$ cat src/rtl/cpu_io_pkg.sv
// Shared types and constants for the CPU user-input front end.
// Holds the capture FSM state encoding and the button/switch defaults.
package cpu_io_pkg;

  typedef enum logic [1:0] {
    IDLE         = 2'd0,
    WAIT_PRESS   = 2'd1,
    HOLD         = 2'd2,
    WAIT_RELEASE = 2'd3
  } cap_state_e;

  localparam int SW_WIDTH_DEF = 18;

  // The DE2 push-button is active-low, so the idle pin level reads high.
  localparam logic BTN_RELEASED = 1'b1;

  function automatic logic [31:0] zext_switches(input logic [31:0] sw_word);
    return sw_word;
  endfunction

endpackage

$ cat src/rtl/input_capture_if.sv
// CPU-side valid/ack handshake carrying one captured switch word.
// The CPU is the master (request/ack); the capture block is the slave (valid/data).
interface input_capture_if;

  logic        input_req;
  logic        input_ack;
  logic        input_valid;
  logic [31:0] input_data;

  modport master (
    output input_req,
    output input_ack,
    input  input_valid,
    input  input_data
  );

  modport slave (
    input  input_req,
    input  input_ack,
    output input_valid,
    output input_data
  );

endinterface

$ cat src/rtl/input_capture_debounce.sv
// Push-button synchronizer and debouncer with a one-cycle press strobe.
// Reusable for any active-low pushbutton (e.g. the reset button).
module debounce
  import cpu_io_pkg::*;
#(
  parameter int DEBOUNCE_CYCLES = 500000,
  parameter int SYNC_STAGES     = 2
) (
  input  logic clock,
  input  logic reset,
  input  logic button_raw_i,
  output logic stable_o,
  output logic press_o
);

  localparam int CNT_W = $clog2(DEBOUNCE_CYCLES);
  localparam logic [CNT_W-1:0] CNT_MAX = CNT_W'(DEBOUNCE_CYCLES - 1);

  logic [SYNC_STAGES-1:0] sync_q;
  logic                   sync_s;
  logic [CNT_W-1:0]       cnt_q, cnt_d;
  logic                   stable_q, stable_d;
  logic                   press_q, press_d;

  assign sync_s = sync_q[SYNC_STAGES-1];

  // Synchronizer chain; resets to the released level so no false press follows reset.
  always_ff @(posedge clock or posedge reset) begin
    if (reset) begin
      sync_q <= {SYNC_STAGES{BTN_RELEASED}};
    end else begin
      sync_q <= {sync_q[SYNC_STAGES-2:0], button_raw_i};
    end
  end

  // Counter runs only while the synchronized level disagrees with the stable one.
  always_comb begin
    cnt_d    = cnt_q;
    stable_d = stable_q;
    press_d  = 1'b0;
    if (sync_s == stable_q) begin
      cnt_d = '0;
    end else if (cnt_q == CNT_MAX) begin
      cnt_d    = '0;
      stable_d = sync_s;
      press_d  = (sync_s != BTN_RELEASED);
    end else begin
      cnt_d = cnt_q + CNT_W'(1);
    end
  end

  // Debounce state registers.
  always_ff @(posedge clock or posedge reset) begin
    if (reset) begin
      cnt_q    <= '0;
      stable_q <= BTN_RELEASED;
      press_q  <= 1'b0;
    end else begin
      cnt_q    <= cnt_d;
      stable_q <= stable_d;
      press_q  <= press_d;
    end
  end

  assign stable_o = stable_q;
  assign press_o  = press_q;

endmodule

$ cat src/rtl/input_capture.sv
// User-input front end: debounced button, synchronized switches and a
// capture FSM presenting one switch word per press over a valid/ack handshake.
module input_capture
  import cpu_io_pkg::*;
#(
  parameter int DEBOUNCE_CYCLES = 500000,
  parameter int SYNC_STAGES     = 2,
  parameter int SW_WIDTH        = SW_WIDTH_DEF
) (
  input  logic                clock,
  input  logic                reset,
  input  logic                button_raw,
  input  logic [SW_WIDTH-1:0] switches_raw,
  input_capture_if.slave      bus,
  output logic                button_pulse,
  output logic                busy
);

  logic                stable_s;
  logic                press_s;
  logic [SW_WIDTH-1:0] sw_sync_q [SYNC_STAGES];
  logic [SW_WIDTH-1:0] sw_sync_s;

  cap_state_e  state_q, state_d;
  logic        valid_q, valid_d;
  logic [31:0] data_q, data_d;
  logic        pulse_q;
  logic        busy_q;

  debounce #(
    .DEBOUNCE_CYCLES (DEBOUNCE_CYCLES),
    .SYNC_STAGES     (SYNC_STAGES)
  ) u_debounce (
    .clock        (clock),
    .reset        (reset),
    .button_raw_i (button_raw),
    .stable_o     (stable_s),
    .press_o      (press_s)
  );

  // Switches are only synchronized; they are sampled solely on a press.
  always_ff @(posedge clock or posedge reset) begin
    if (reset) begin
      for (int i = 0; i < SYNC_STAGES; i++) begin
        sw_sync_q[i] <= '0;
      end
    end else begin
      sw_sync_q[0] <= switches_raw;
      for (int i = 1; i < SYNC_STAGES; i++) begin
        sw_sync_q[i] <= sw_sync_q[i-1];
      end
    end
  end

  assign sw_sync_s = sw_sync_q[SYNC_STAGES-1];

  // Capture FSM next-state and output-register inputs.
  always_comb begin
    state_d = state_q;
    valid_d = valid_q;
    data_d  = data_q;
    case (state_q)
      IDLE: begin
        valid_d = 1'b0;
        if (bus.input_req) begin
          state_d = WAIT_PRESS;
        end else begin
          state_d = IDLE;
        end
      end
      WAIT_PRESS: begin
        // A request dropped in the same cycle as the press wins over the press.
        if (!bus.input_req) begin
          state_d = IDLE;
        end else if (press_s) begin
          state_d = HOLD;
          valid_d = 1'b1;
          data_d  = zext_switches(32'(sw_sync_s));
        end else begin
          state_d = WAIT_PRESS;
        end
      end
      HOLD: begin
        if (bus.input_ack) begin
          state_d = WAIT_RELEASE;
          valid_d = 1'b0;
        end else begin
          state_d = HOLD;
        end
      end
      WAIT_RELEASE: begin
        valid_d = 1'b0;
        if (stable_s == BTN_RELEASED) begin
          state_d = IDLE;
        end else begin
          state_d = WAIT_RELEASE;
        end
      end
      default: begin
        state_d = IDLE;
        valid_d = 1'b0;
      end
    endcase
  end

  // State and registered outputs; busy tracks the state being entered.
  always_ff @(posedge clock or posedge reset) begin
    if (reset) begin
      state_q <= IDLE;
      valid_q <= 1'b0;
      data_q  <= 32'h0000_0000;
      pulse_q <= 1'b0;
      busy_q  <= 1'b0;
    end else begin
      state_q <= state_d;
      valid_q <= valid_d;
      data_q  <= data_d;
      pulse_q <= press_s;
      busy_q  <= (state_d != IDLE);
    end
  end

  assign bus.input_valid = valid_q;
  assign bus.input_data  = data_q;
  assign button_pulse    = pulse_q;
  assign busy            = busy_q;

endmodule

$ cat src/flat_wrapper.sv
// flat-port wrapper written by rule: the top's interface ports become plain ports
module input_capture_flat import cpu_io_pkg::*;
#(
  parameter int DEBOUNCE_CYCLES = 500000,
  parameter int SYNC_STAGES     = 2,
  parameter int SW_WIDTH        = SW_WIDTH_DEF
)
  (clock, reset, button_raw, switches_raw, button_pulse, busy, bus_input_req, bus_input_ack, bus_input_valid, bus_input_data);
  input_capture_if bus_i ();
  input  logic clock;
  input  logic reset;
  input  logic button_raw;
  input  logic [SW_WIDTH-1:0] switches_raw;
  output logic button_pulse;
  output logic busy;
  input wire logic [$bits(bus_i.input_req)-1:0] bus_input_req;
  input wire logic [$bits(bus_i.input_ack)-1:0] bus_input_ack;
  output wire logic [$bits(bus_i.input_valid)-1:0] bus_input_valid;
  output wire logic [$bits(bus_i.input_data)-1:0] bus_input_data;
  assign bus_i.input_req = bus_input_req;
  assign bus_i.input_ack = bus_input_ack;
  assign bus_input_valid = bus_i.input_valid;
  assign bus_input_data = bus_i.input_data;
  input_capture #(.DEBOUNCE_CYCLES(DEBOUNCE_CYCLES), .SYNC_STAGES(SYNC_STAGES), .SW_WIDTH(SW_WIDTH)) u_core (.clock(clock), .reset(reset), .button_raw(button_raw), .switches_raw(switches_raw), .bus(bus_i), .button_pulse(button_pulse), .busy(busy));
endmodule
$ cat config.mk
export PLATFORM = sky130hd
export DESIGN_NAME = input_capture_flat
export DESIGN_NICKNAME = d
export VERILOG_FILES = /design/src/rtl/cpu_io_pkg.sv /design/src/rtl/input_capture_if.sv /design/src/rtl/input_capture_debounce.sv /design/src/rtl/input_capture.sv /design/src/flat_wrapper.sv
export SDC_FILE = /design/constraint.sdc
export NUM_CORES = 1
export LEC_CHECK = 0
export BUFFER_PORTS_ARGS = -buffer_cell sky130_fd_sc_hd__buf_2
export CAP_MARGIN = 10
export CORE_MARGIN = 2
export CORE_UTILIZATION = 40
export CTS_BUF_LIST = sky130_fd_sc_hd__clkbuf_2 sky130_fd_sc_hd__clkbuf_4 sky130_fd_sc_hd__clkbuf_8
export CTS_CLUSTER_SIZE = 24
export DETAILED_ROUTE_END_ITERATION = 12
export HOLD_SLACK_MARGIN = 0.12
export PLACE_DENSITY = 0.7
export SYNTH_ARGS = -nofsm -noshare
export SYNTH_HDL_FRONTEND = slang
export SYNTH_HIERARCHICAL = 1
export SYNTH_SLANG_ARGS = --single-unit
$ cat constraint.sdc
create_clock -name clock -period 3.7 [get_ports clock]
set_input_delay 0.185 -clock clock [delete_from_list [all_inputs] [get_ports clock]]
set_output_delay 0.185 -clock clock [all_outputs]
set_load 0.01 [all_outputs]
Yosys cells after proc, flatten, opt, wreduce, memory -nomap -nowiden
Cells that the tools add are included.
{"block": "op_classes", "n_addsub": 1, "eq_ne": 8, "n_mux": 14, "bitwise": 2, "n_reduce_logical": 6}
{"cell": "2-to-1 mux 19 bit", "n": 2}
{"cell": "adder 19 x 1 -> 19 bit, second input constant", "n": 1}
{"cell": "== test 19 bit, second input constant", "n": 1}
{"cell": "one-hot mux 2 bit (4 select lines)", "n": 1}
{"cell": "2-to-1 mux 1 bit", "n": 7}
{"cell": "2-to-1 mux 2 bit", "n": 3}
{"cell": "inequality test 2 bit, second input constant", "n": 3}
{"cell": "AND reduction 3 bit", "n": 2}
{"cell": "== test 2 bit, second input constant", "n": 2}
{"cell": "one-hot mux 1 bit (3 select lines)", "n": 1}
{"cell": "== test 2 x 1 -> 1 bit, second input constant", "n": 1}
{"cell": "logical NOT 2 bit", "n": 1}
{"cell": "NOT 1 bit", "n": 2}
{"cell": "AND reduction 2 bit", "n": 1}
{"cell": "nonzero test 2 bit", "n": 1}
{"cell": "OR reduction 2 bit", "n": 1}
{"cell": "== test 1 bit", "n": 1}
{"block": "word_totals", "register_bits": 82, "input_bits": 23, "out_inout_bits": 35, "wordCells": 42}

Longest topological paths before layout
Gate-level depths: netlist of run 1.
{"block": "depth", "word_depth": 4, "depth_mapped": 6, "ltp_nobuf": 5}

Hierarchy
Netlist of run 1, hierarchy kept.
{"module": "input_capture", "n_inst": 1, "cells_each": 105, "area_per_inst_um2": 1934.4, "seq_area_each_um2": 1476.4}
{"module": "debounce", "n_inst": 1, "cells_each": 108, "area_per_inst_um2": 1157.4, "seq_area_each_um2": 579.3}

Worst setup path after synthesis of run 1
OpenSTA, ideal clock, no wires.
{"block": "synth_timing", "kind": "reg2reg", "start": "register u_core.u_debounce.cnt_q[0]", "end": "register u_core.u_debounce.cnt_q[16]", "setup_time_ns": 0.128, "arrival_ns": 1.509, "required_time_ns": 3.572, "path_slack_ns": 2.063, "path_stages_with_launch": 6, "path_buffers": 0, "synth_period_minus_slack_ns": 1.637, "cell_sequence": "dfrtp_1 -> ha_1 -> nand3_1 -> or4_1 -> o21ai_1 -> a21oi_1"}
{"block": "synth_between", "elab_chain_cells": 3, "elab_cells_between_ends": 4, "cone_classes": "1 x add/sub; 1 x eq/ne; 2 x mux"}
{"element": "start, declared", "line_no": "input_capture_debounce.sv:21", "source": "logic [CNT_W-1:0] cnt_q, cnt_d;"}
{"element": "start signal, assigned", "line_no": "input_capture_debounce.sv:59", "source": "cnt_q <= cnt_d;"}
{"element": "adder 19 x 1 -> 19 bit or == test 19 bit (tied branches)", "line_no": "input_capture_debounce.sv:48, input_capture_debounce.sv:43"}
{"element": "2-to-1 mux 19 bit *", "line_no": "input_capture_debounce.sv:43", "source": "end else if (cnt_q == CNT_MAX) begin"}
{"element": "2-to-1 mux 19 bit *", "line_no": "input_capture_debounce.sv:41", "source": "if (sync_s == stable_q) begin"}
{"element": "named net u_core.u_debounce.cnt_d[16]", "line_no": "input_capture_debounce.sv:21"}
Mark *: on every way through the listed nets, which the timed path passes. The rest lies on a longest branch.
A chain may end at the register's enable or synchronous reset.

Final worst setup path of run 1
Ends and elaborated chain as after synthesis.

==> impl_metrics.ini, run 1 <==
[critical_path]
max_stage_delay_ps = 600
path_class = flip-flop to flip-flop
rr_endpoint = u_core/u_debounce/cnt_q[16]$_DFF_PP0_
crit_required_ps = 3910
arrival_ps = 2030
slowest_stage = or4_1
cp-startpoint = u_core/u_debounce/cnt_q[0]$_DFF_PP0_
r2r_start = u_core/u_debounce/cnt_q[0]$_DFF_PP0_
crit_chain = ha_1 > nand3_1 > or4_1 > o21ai_1 > a21oi_1
crit_fanout = 6
cp.depth = 5
crit_buf_inv = 0
start_kind = flip-flop
worstRegToRegCells = 5
crit_family = simple AND/OR/NAND/NOR gates
critPathCaptureType = flip-flop
cp-endpoint = u_core/u_debounce/cnt_q[16]$_DFF_PP0_
r2r_setup_slack_ps = 1880

[sta]
drv_slew = 0
setup_viol = 0
tns_ps = 0
grt_setup_unrepaired = false
worst_pin_slew_ps = 876
relSlewSlack_pct = 41.5
fin_crit_ps = 1820
setup_slack_ps = 1880
finalCritPeriodShare_pct = 49.3
hold_viol_final = 0
clock_skew_ps = 8.42
max_freq_mhz = 548

[routing]
drc_errors = 0
finalWirelength_um = 4930
drt_iter0_drc = 76
wl_per_cell_um = 12.6
ant_nets = 0
avgViaCountPerCell = 4.54
firstDrtPassIters = 4
routed-via-count = 1779

[floorplan]
rows = 32
core_mm2 = 0.00761
die_area_mm2 = 0.00845
ios = 58
die_x_um = 91.9
start_util_pct = 40.6
die_h_um = 91.9

[final_layout]
layout_common_cells = dfrtp_1 (79), buf_2 (43), dlygate4sd3_1 (21), nor2_1 (21), conb_1 (14)
layout_commonest_cell = dfrtp_1
drive_gt1_share_pct = 31.4
area_growth_pct = 23.4
fin_nets = 310
antenna-diode-count = 0

[global_routing]
grt_antenna_before_repair = 0
overflow = 0
grt_pass1_vias = 1719
use_met2_pct = 20.2
grt_pass1_wl_um = 8160
groute.usage.overall_pct = 12.6
gr-usage-met1_pct = 16.0
grt_most_used_layer = met2
grt_max_degree = 60
use_met3_pct = 4.52

[clock_network]
path_clk_slew_ps = 80
clk_latency_ps = 340
cts-root-buf = clkbuf_8
cts-htree-levels = 3
cts_sinks = 82
postCtsResizedCells = 0
tritoncts = built
cts_made_buffers = 9
postCtsSetupRepairBufs = 0
clock_path_buffers = 2
postCtsHoldBufs = 21

[logic_synthesis]
synthCells = 213
synth.area.mux_share_pct = 8.82
yosys_warnings = 6
async_flop_share_pct = 100
synth-edff-count = 0
yosys.area_share.simple_pct = 12.6
ys.flop_type = dfrtp_1
synth_compound_area_share_pct = 2.87
avgSynthCellArea_um2 = 14.5
synth_seq_cells = 82
synth_top_family_by_area = simple AND/OR/NAND/NOR gates
synth.distinct_cells = 38
ys_seq_area_share_pct = 66.5
synth_area_mm2 = 0.00309
synth-xor-area-share_pct = 3.97
synth_fa_ha_area_share_pct = 0.405

[pwr]
irDropWorstVdd_mv = 0.203
powerDensity_mw_per_mm2 = 457
power_leakage_uw = 0.00184

[placement]
dp_slack_ps = 1900
gp_congestion = 0.784
hpwl_um = 3270
port_buffers = 43

[min_path]
min_path_type = primary input to flip-flop

[job]
drv_cap = 0

[run_status]
outcome = completed
worst min-delay path, delay by kind of cell:
family / cells / cell delay, ps
AND/OR/NAND/NOR: 1 / 130
AO/OA/AOI/OAI: 1 / 60
buffers and inverters: 1 / 130
final cells by class:
type	instances	area (um^2)
clock buffers	9	124
clock inverters	6	115
fillers	658	3790
inverters	6	22.5
multi-input cells	122	938
flip-flops and latches	82	2060
well taps	102	128
repair buffers	65	433
state kept, by name, indices dropped and copies added, names as in the netlist:
register,flops
u_core/u_debounce/cnt_q,19
u_core/bus.input_data,18
u_core/sw_sync_q,18
u_core/sw_sync_s,18
u_core/state_q,2
u_core/u_debounce/sync_q,2
u_core/bus.input_valid,1
u_core/busy,1
u_core/button_pulse,1
u_core/u_debounce/press_o,1
u_core/u_debounce/stable_o,1
synthesized netlist by cell type (2+ instances only):
library cell | count | share of area [%]
dfrtp_1 | 79 | 64
nor2_1 | 21 | 2.5
buf_4 | 15 | 3.6
xnor2_1 | 12 | 3.4
mux2_2 | 10 | 3.6
mux2_4 | 10 | 4.9
nand3_1 | 7 | 1.1
inv_1 | 6 | 0.73
a21oi_1 | 5 | 0.81
nand2_1 | 5 | 0.61
nor4_1 | 4 | 0.81
a31oi_1 | 3 | 0.61
dfstp_2 | 3 | 2.5
nand4b_1 | 3 | 0.85
nor3_1 | 3 | 0.49
and3_1 | 2 | 0.40
nand4_4 | 2 | 1.4
o21ai_1 | 2 | 0.32
xor2_1 | 2 | 0.57
report_power, final:
group	total [uW]	switching [uW]	internal, uW
sequential	932	11.0	921
combinational	66.0	37.1	28.9
clock	747	299	448
total	1740	347	1400
logic make-up (layout without fill, tap and decap cells):
kind of cell | after synthesis | count (layout)
simple gates | 59 | 59
other cells | 1 | 14
fa+ha+maj | 1 | 1
compound gates | 13 | 13
xor+xnor | 14 | 14
buf+inv | 22 | 86
mux | 21 | 21
flops | 82 | 82
how the worst min path moves through the flow:
stage / start / to / slack [ps] / cells past startpoint
2_1_floorplan: reset / u_core/u_debounce/cnt_q[0]$_DFF_PP0_ / 180 / 1
3_3_place_gp: switches_raw[4] / u_core/sw_sync_q[22]$_DFF_PP0_ / 290 / 1
3_5_place_dp: button_raw / u_core/u_debounce/sync_q[0]$_DFF_PP1_ / 290 / 1
4_1_cts: bus_input_req / u_core/busy$_DFF_PP0_ / 180 / 3
5_1_grt: bus_input_req / u_core/busy$_DFF_PP0_ / 220 / 3
6_report: bus_input_req / u_core/busy$_DFF_PP0_ / 210 / 3
layer usage:
| layer | share of wire (%) | wire, um | vias to the layer above |
|---|---|---|---|
| met4 | 1.2 | 57 | 0 |
| met3 | 4.9 | 242 | 6 |
| met2 | 48 | 2380 | 45 |
| met1 | 46 | 2250 | 878 |
| met5 | 0 | 0 | - |
| li1 | - | - | 850 |
per-stage QoR:
stage	cell area [um^2]	util, %	total power [uW]	hold slack, ps	std cells
after floorplan	3140	-	988	185	226
after global placement	3370	44.3	997	293	356
after detailed placement	3370	44.3	1000	294	356
after CTS	3820	50.2	1780	177	392
after global routing	3820	50.2	1820	216	392
final	3820	50.2	1740	209	392
No activity file was read; power rests on OpenSTA's default activity.
==> run 2: changes to the inputs <==
--- a/config.mk
+++ b/config.mk
@@ -13,7 +13,7 @@
 export CTS_CLUSTER_SIZE = 24
 export DETAILED_ROUTE_END_ITERATION = 12
 export HOLD_SLACK_MARGIN = 0.12
-export PLACE_DENSITY = 0.7
+export PLACE_DENSITY = 0.72
 export SYNTH_ARGS = -nofsm -noshare
 export SYNTH_HDL_FRONTEND = slang
 export SYNTH_HIERARCHICAL = 1
==> constraint.sdc (replaced) <==
create_clock -name clock -period 1.6 [get_ports clock]
set_input_delay 0.08 -clock clock [delete_from_list [all_inputs] [get_ports clock]]
set_output_delay 0.08 -clock clock [all_outputs]
set_load 0.01 [all_outputs]
==> impl_metrics.ini, run 2 (synthesized netlist as in run 1, its figures left out) <==
[clock_network]
path_clk_slew_ps = 80
clk_latency_ps = 340
clock_path_buffers = 2
cts_sinks = 82
cts_made_buffers = 9
tritoncts = built
cts-htree-levels = 3
cts-root-buf = clkbuf_8

[critical_path]
critPathCaptureType = flip-flop
start_kind = flip-flop
slowest_stage = dfrtp_1
path_class = flip-flop to flip-flop
max_stage_delay_ps = 380
arrival_ps = 1870
crit_required_ps = 1870
crit_fanout = 2
crit_chain = nor4bb_1 > buf_4 > nand4b_1 > nor2_2 > mux2_4
r2r_setup_slack_ps = 3
crit_buf_inv = 1
crit_family = simple AND/OR/NAND/NOR gates

[run_status]
outcome = completed

[floorplan]
die_area_mm2 = 0.00845
die_x_um = 91.9
start_util_pct = 40.6
die_h_um = 91.9
core_mm2 = 0.00761
rows = 32
ios = 58

[sta]
drv_slew = 0
fin_crit_ps = 1600
grt_setup_unrepaired = true
finalCritPeriodShare_pct = 99.8
clock_skew_ps = 7.62
max_freq_mhz = 626
setup_viol = 0
hold_viol_final = 0

[final_layout]
drive_gt1_share_pct = 41.1
largest_register_ffs = 19
layout_commonest_cell = dfrtp_1
post-route-util_pct = 53.1
fin_nets = 333
n_fill_cell = 628
layout_common_cells = dfrtp_1 (79), buf_2 (43), dlygate4sd3_1 (23), buf_4 (19), conb_1 (14)
antenna-diode-count = 0
area_growth_pct = 30.6
largest_register = u_core/u_debounce/cnt_q

[routing]
routed-via-count = 1851
finalWirelength_um = 5230
avgViaCountPerCell = 4.45
drt_iter0_drc = 76
drc_errors = 0
wl_per_cell_um = 12.6
firstDrtPassIters = 4
ant_nets = 0

[global_routing]
groute.usage.overall_pct = 12.9
grt_pass1_vias = 1854
grt_pass1_wl_um = 8470
overflow = 0
grt_max_degree = 60
grt_antenna_before_repair = 0

[placement]
gp_congestion = 0.792
hpwl_um = 3420
port_buffers = 43

[pwr]
powerDensity_mw_per_mm2 = 946
irDropWorstVdd_mv = 0.530
power_leakage_uw = 0.00195
power_uw = 3820

[min_path]
min_path_type = primary input to async pin

[job]
drv_cap = 0
run 2: changes by cell type in the layout (fill, tap and decap cells not counted), sizes merged:
| cell | delta |
|---|---|
| clkinv | +1 |
| dlygate4sd3 | +2 |
| buf | +21 |
| inv | -1 |
| bufinv | -2 |
| clkbuf | +3 |
run 2: worst paths after layout:
path,start,endpoint,cells past startpoint
worst max-delay path,u_core/u_debounce/cnt_q[14]$_DFF_PP0_,u_core/u_debounce/stable_o$_DFFE_PP1P_,5
worst min-delay path,reset,u_core/u_debounce/cnt_q[12]$_DFF_PP0_,4
worst max register to register,u_core/u_debounce/cnt_q[14]$_DFF_PP0_,u_core/u_debounce/stable_o$_DFFE_PP1P_,5
worst min register to register,u_core/sw_sync_q[25]$_DFF_PP0_,u_core/sw_sync_s[7]$_DFF_PP0_,0
max in group asynchronous,reset,u_core/u_debounce/sync_q[1]$_DFF_PP1_,4
min in group clock,u_core/sw_sync_q[25]$_DFF_PP0_,u_core/sw_sync_s[7]$_DFF_PP0_,0
run 2: final cells by class:
type                            count  area [um^2]  share of cell area [%]
Tap cell                          102          128                    3.16
Sequential cell                    82         2060                    50.9
Clock buffer                       12          153                    3.78
Timing Repair Buffer               88          631                    15.6
Clock inverter                      4         51.3                    1.27
Inverter                            6         22.5                   0.558
Multi-Input combinational cell    122          997                    24.7
run 2: through the flow:
step                area, um^2  std cells  hold WS [ps]  TNS [ps]  setup WS (ps)
global route              4040        416           347     -1260          -93.3
finish                    4040        416           332         0           3.20
global placement          3510        372           152         0           38.3
detailed placement        3510        372           156     -19.6          -14.2
CTS                       3960        412           342     -2.97          -2.97
floorplan                 3150        226          79.7    -0.830         -0.830
run 2: per-layer routing:
metal | GRT usage [%] | up-vias | wire length, um
met5 | 0 | - | 0
met4 | 6.97 | 0 | 90
met3 | 3.53 | 8 | 226
met2 | 20.3 | 43 | 2500
met1 | 16.2 | 907 | 2420
li1 | - | 893 | -
run 2: what timing repair did:
item                                    4_1_cts  5_1_grt
cloned                                        0        1
gates resized for setup                       1       17
pin swaps                                     2        7
hold buffers                                 23        0
hold endpoints to repair                    105        0
setup buffers                                 1        3
endpoints found under the setup margin        3       20
run 2: worst register-to-register path: cells and delay by family (launching register included):
kind	cells	cell delay, ps
simple gates	3	680
flops	1	380
buf+inv	1	170
mux	1	310
run 2: where the power goes:
group / internal (uW) / switching [uW] / leakage (uW) / total [uW]
Sequential: 2130 / 22.1 / 0.00104 / 2150
Clock: 799 / 685 / 0.000103 / 1480
Combinational: 86.6 / 97.2 / 0.000805 / 184
==> run 3: changes to the inputs <==
--- a/config.mk
+++ b/config.mk
@@ -14,6 +14,7 @@
 export DETAILED_ROUTE_END_ITERATION = 12
 export HOLD_SLACK_MARGIN = 0.12
 export PLACE_DENSITY = 0.72
+export RECOVER_POWER = 50
 export SYNTH_ARGS = -nofsm -noshare
 export SYNTH_HDL_FRONTEND = slang
 export SYNTH_HIERARCHICAL = 1
==> impl_metrics.ini, run 3 (synthesized netlist as in run 1, its figures left out) <==
[floorplan]
die_h_um = 91.9
core_mm2 = 0.00761
die_x_um = 91.9
ios = 58
start_util_pct = 40.6
die_area_mm2 = 0.00845
rows = 32

[routing]
firstDrtPassIters = 4
drt_iter0_drc = 76
avgViaCountPerCell = 4.47
ant_nets = 0
finalWirelength_um = 5230
drc_errors = 0
routed-via-count = 1861
wl_per_cell_um = 12.6

[sta]
fin_crit_ps = 1600
setup_slack_ps = 4.51
drv_slew = 0
tns_ps = 0
relSlewSlack_pct = 49.5
clock_skew_ps = 9.97
finalCritPeriodShare_pct = 99.7
worst_pin_slew_ps = 758
setup_viol = 0
max_freq_mhz = 627
hold_viol_final = 0
grt_setup_unrepaired = true

[pwr]
irDropWorstVdd_mv = 0.532
power_uw = 3810
powerDensity_mw_per_mm2 = 949
power_leakage_uw = 0.00194

[critical_path]
crit_fanout = 7
arrival_ps = 1830
crit_chain = nor4bb_1 > buf_4 > nand4b_1 > o21bai_4 > buf_6 > nor2_2
path_class = flip-flop to flip-flop
max_stage_delay_ps = 380
start_kind = flip-flop
critPathCaptureType = flip-flop
slowest_stage = dfrtp_1
crit_required_ps = 1830
crit_buf_inv = 2
crit_family = simple AND/OR/NAND/NOR gates

[job]
drv_cap = 0

[final_layout]
fin_nets = 333
final_cell_area_mm2 = 0.00402
layout_commonest_cell = dfrtp_1
layout_common_cells = dfrtp_1 (79), buf_2 (42), dlygate4sd3_1 (23), buf_4 (18), conb_1 (14)
fin_cells = 416
drive_gt1_share_pct = 40.4
largest_register = u_core/u_debounce/cnt_q
antenna-diode-count = 0
area_growth_pct = 30.1
largest_register_ffs = 19

[global_routing]
groute.usage.overall_pct = 12.9
grt_antenna_before_repair = 0
grt_pass1_wl_um = 8470
grt_max_degree = 60
grt_pass1_vias = 1854
overflow = 0

[clock_network]
cts-htree-levels = 3
cts_made_buffers = 9
clock_path_buffers = 2
cts_sinks = 82
cts-root-buf = clkbuf_8
clk_latency_ps = 340
path_clk_slew_ps = 80
tritoncts = built

[placement]
port_buffers = 43
dp_slack_ps = -14.2
gp_congestion = 0.792
hpwl_um = 3420
dp.cells = 372
placed_cell_area_mm2 = 0.00351

[run_status]
outcome = completed

[min_path]
min_path_type = flip-flop to flip-flop
[run 3: cell types whose count changed in the layout (fill, tap and decap cells not counted), sizes merged]
| cell | before | now |
|---|---|---|
| clkinv | 2 | 3 |
| inv | 6 | 5 |
| clkbuf | 12 | 15 |
| buf | 65 | 62 |
[run 3: stage by stage]
step / util [%] / hold slack [ps]
2_1_floorplan: - / 79.7
3_3_place_gp: 46.1 / 152
4_1_cts: 52.0 / 342
6_report: 52.9 / 339
3_5_place_dp: 46.1 / 156
5_1_grt: 52.9 / 347
[run 3: path summary, 6_finish.rpt]
kind / from / endpoint / slack, ps / depth (start not counted)
worst max-delay path: u_core/u_debounce/cnt_q[14]$_DFF_PP0_ / u_core/u_debounce/cnt_q[11]$_DFF_PP0_ / 5 / 6
worst min register to register: u_core/sw_sync_q[25]$_DFF_PP0_ / u_core/sw_sync_s[7]$_DFF_PP0_ / 340 / 0
min in group asynchronous: reset / u_core/u_debounce/cnt_q[12]$_DFF_PP0_ / 420 / 4
worst min-delay path: u_core/sw_sync_q[25]$_DFF_PP0_ / u_core/sw_sync_s[7]$_DFF_PP0_ / 340 / 0
worst max register to register: u_core/u_debounce/cnt_q[14]$_DFF_PP0_ / u_core/u_debounce/cnt_q[11]$_DFF_PP0_ / 5 / 6
max in group asynchronous: reset / u_core/sw_sync_s[9]$_DFF_PP0_ / 580 / 4
[run 3: report_power, final]
part           internal [uW]  switching (uW)  total, uW
clock                    799             686       1480
sequential              2130            22.0       2150
combinational           81.6            96.4        178
[run 3: final cells by class]
type	instances	area [um^2]
Multi-Input combinational cell	122	997
Sequential cell	82	2060
Tap cell	102	128
Timing Repair Buffer	88	614
Inverter	6	22.5
Fill cell	631	3590
Clock inverter	4	51.3
Clock buffer	12	153
[run 3: worst reg2reg max path, cell delays in order (launching register included)]
cell	delay (ps)
dfrtp_1	380
nor4bb_1	300
buf_4	170
nand4b_1	190
o21bai_4	230
buf_6	180
nor2_2	50
[run 3: per-layer routing]
layer	GRT usage [%]	up-vias	routed length, um
met5	0	-	0
met4	6.97	0	104
met3	3.53	9	235
met2	20.3	46	2530
met1	16.2	913	2350
li1	-	893	-
[run 3: repair_timing]
action                                  CTS  global route
setup buffers                             1             3
hold buffers                             23             0
resized for setup                         1            17
endpoints found under the setup margin    3            20
pin swaps                                 2             7
gates cloned                              0             1
hold endpoints to repair                105             0
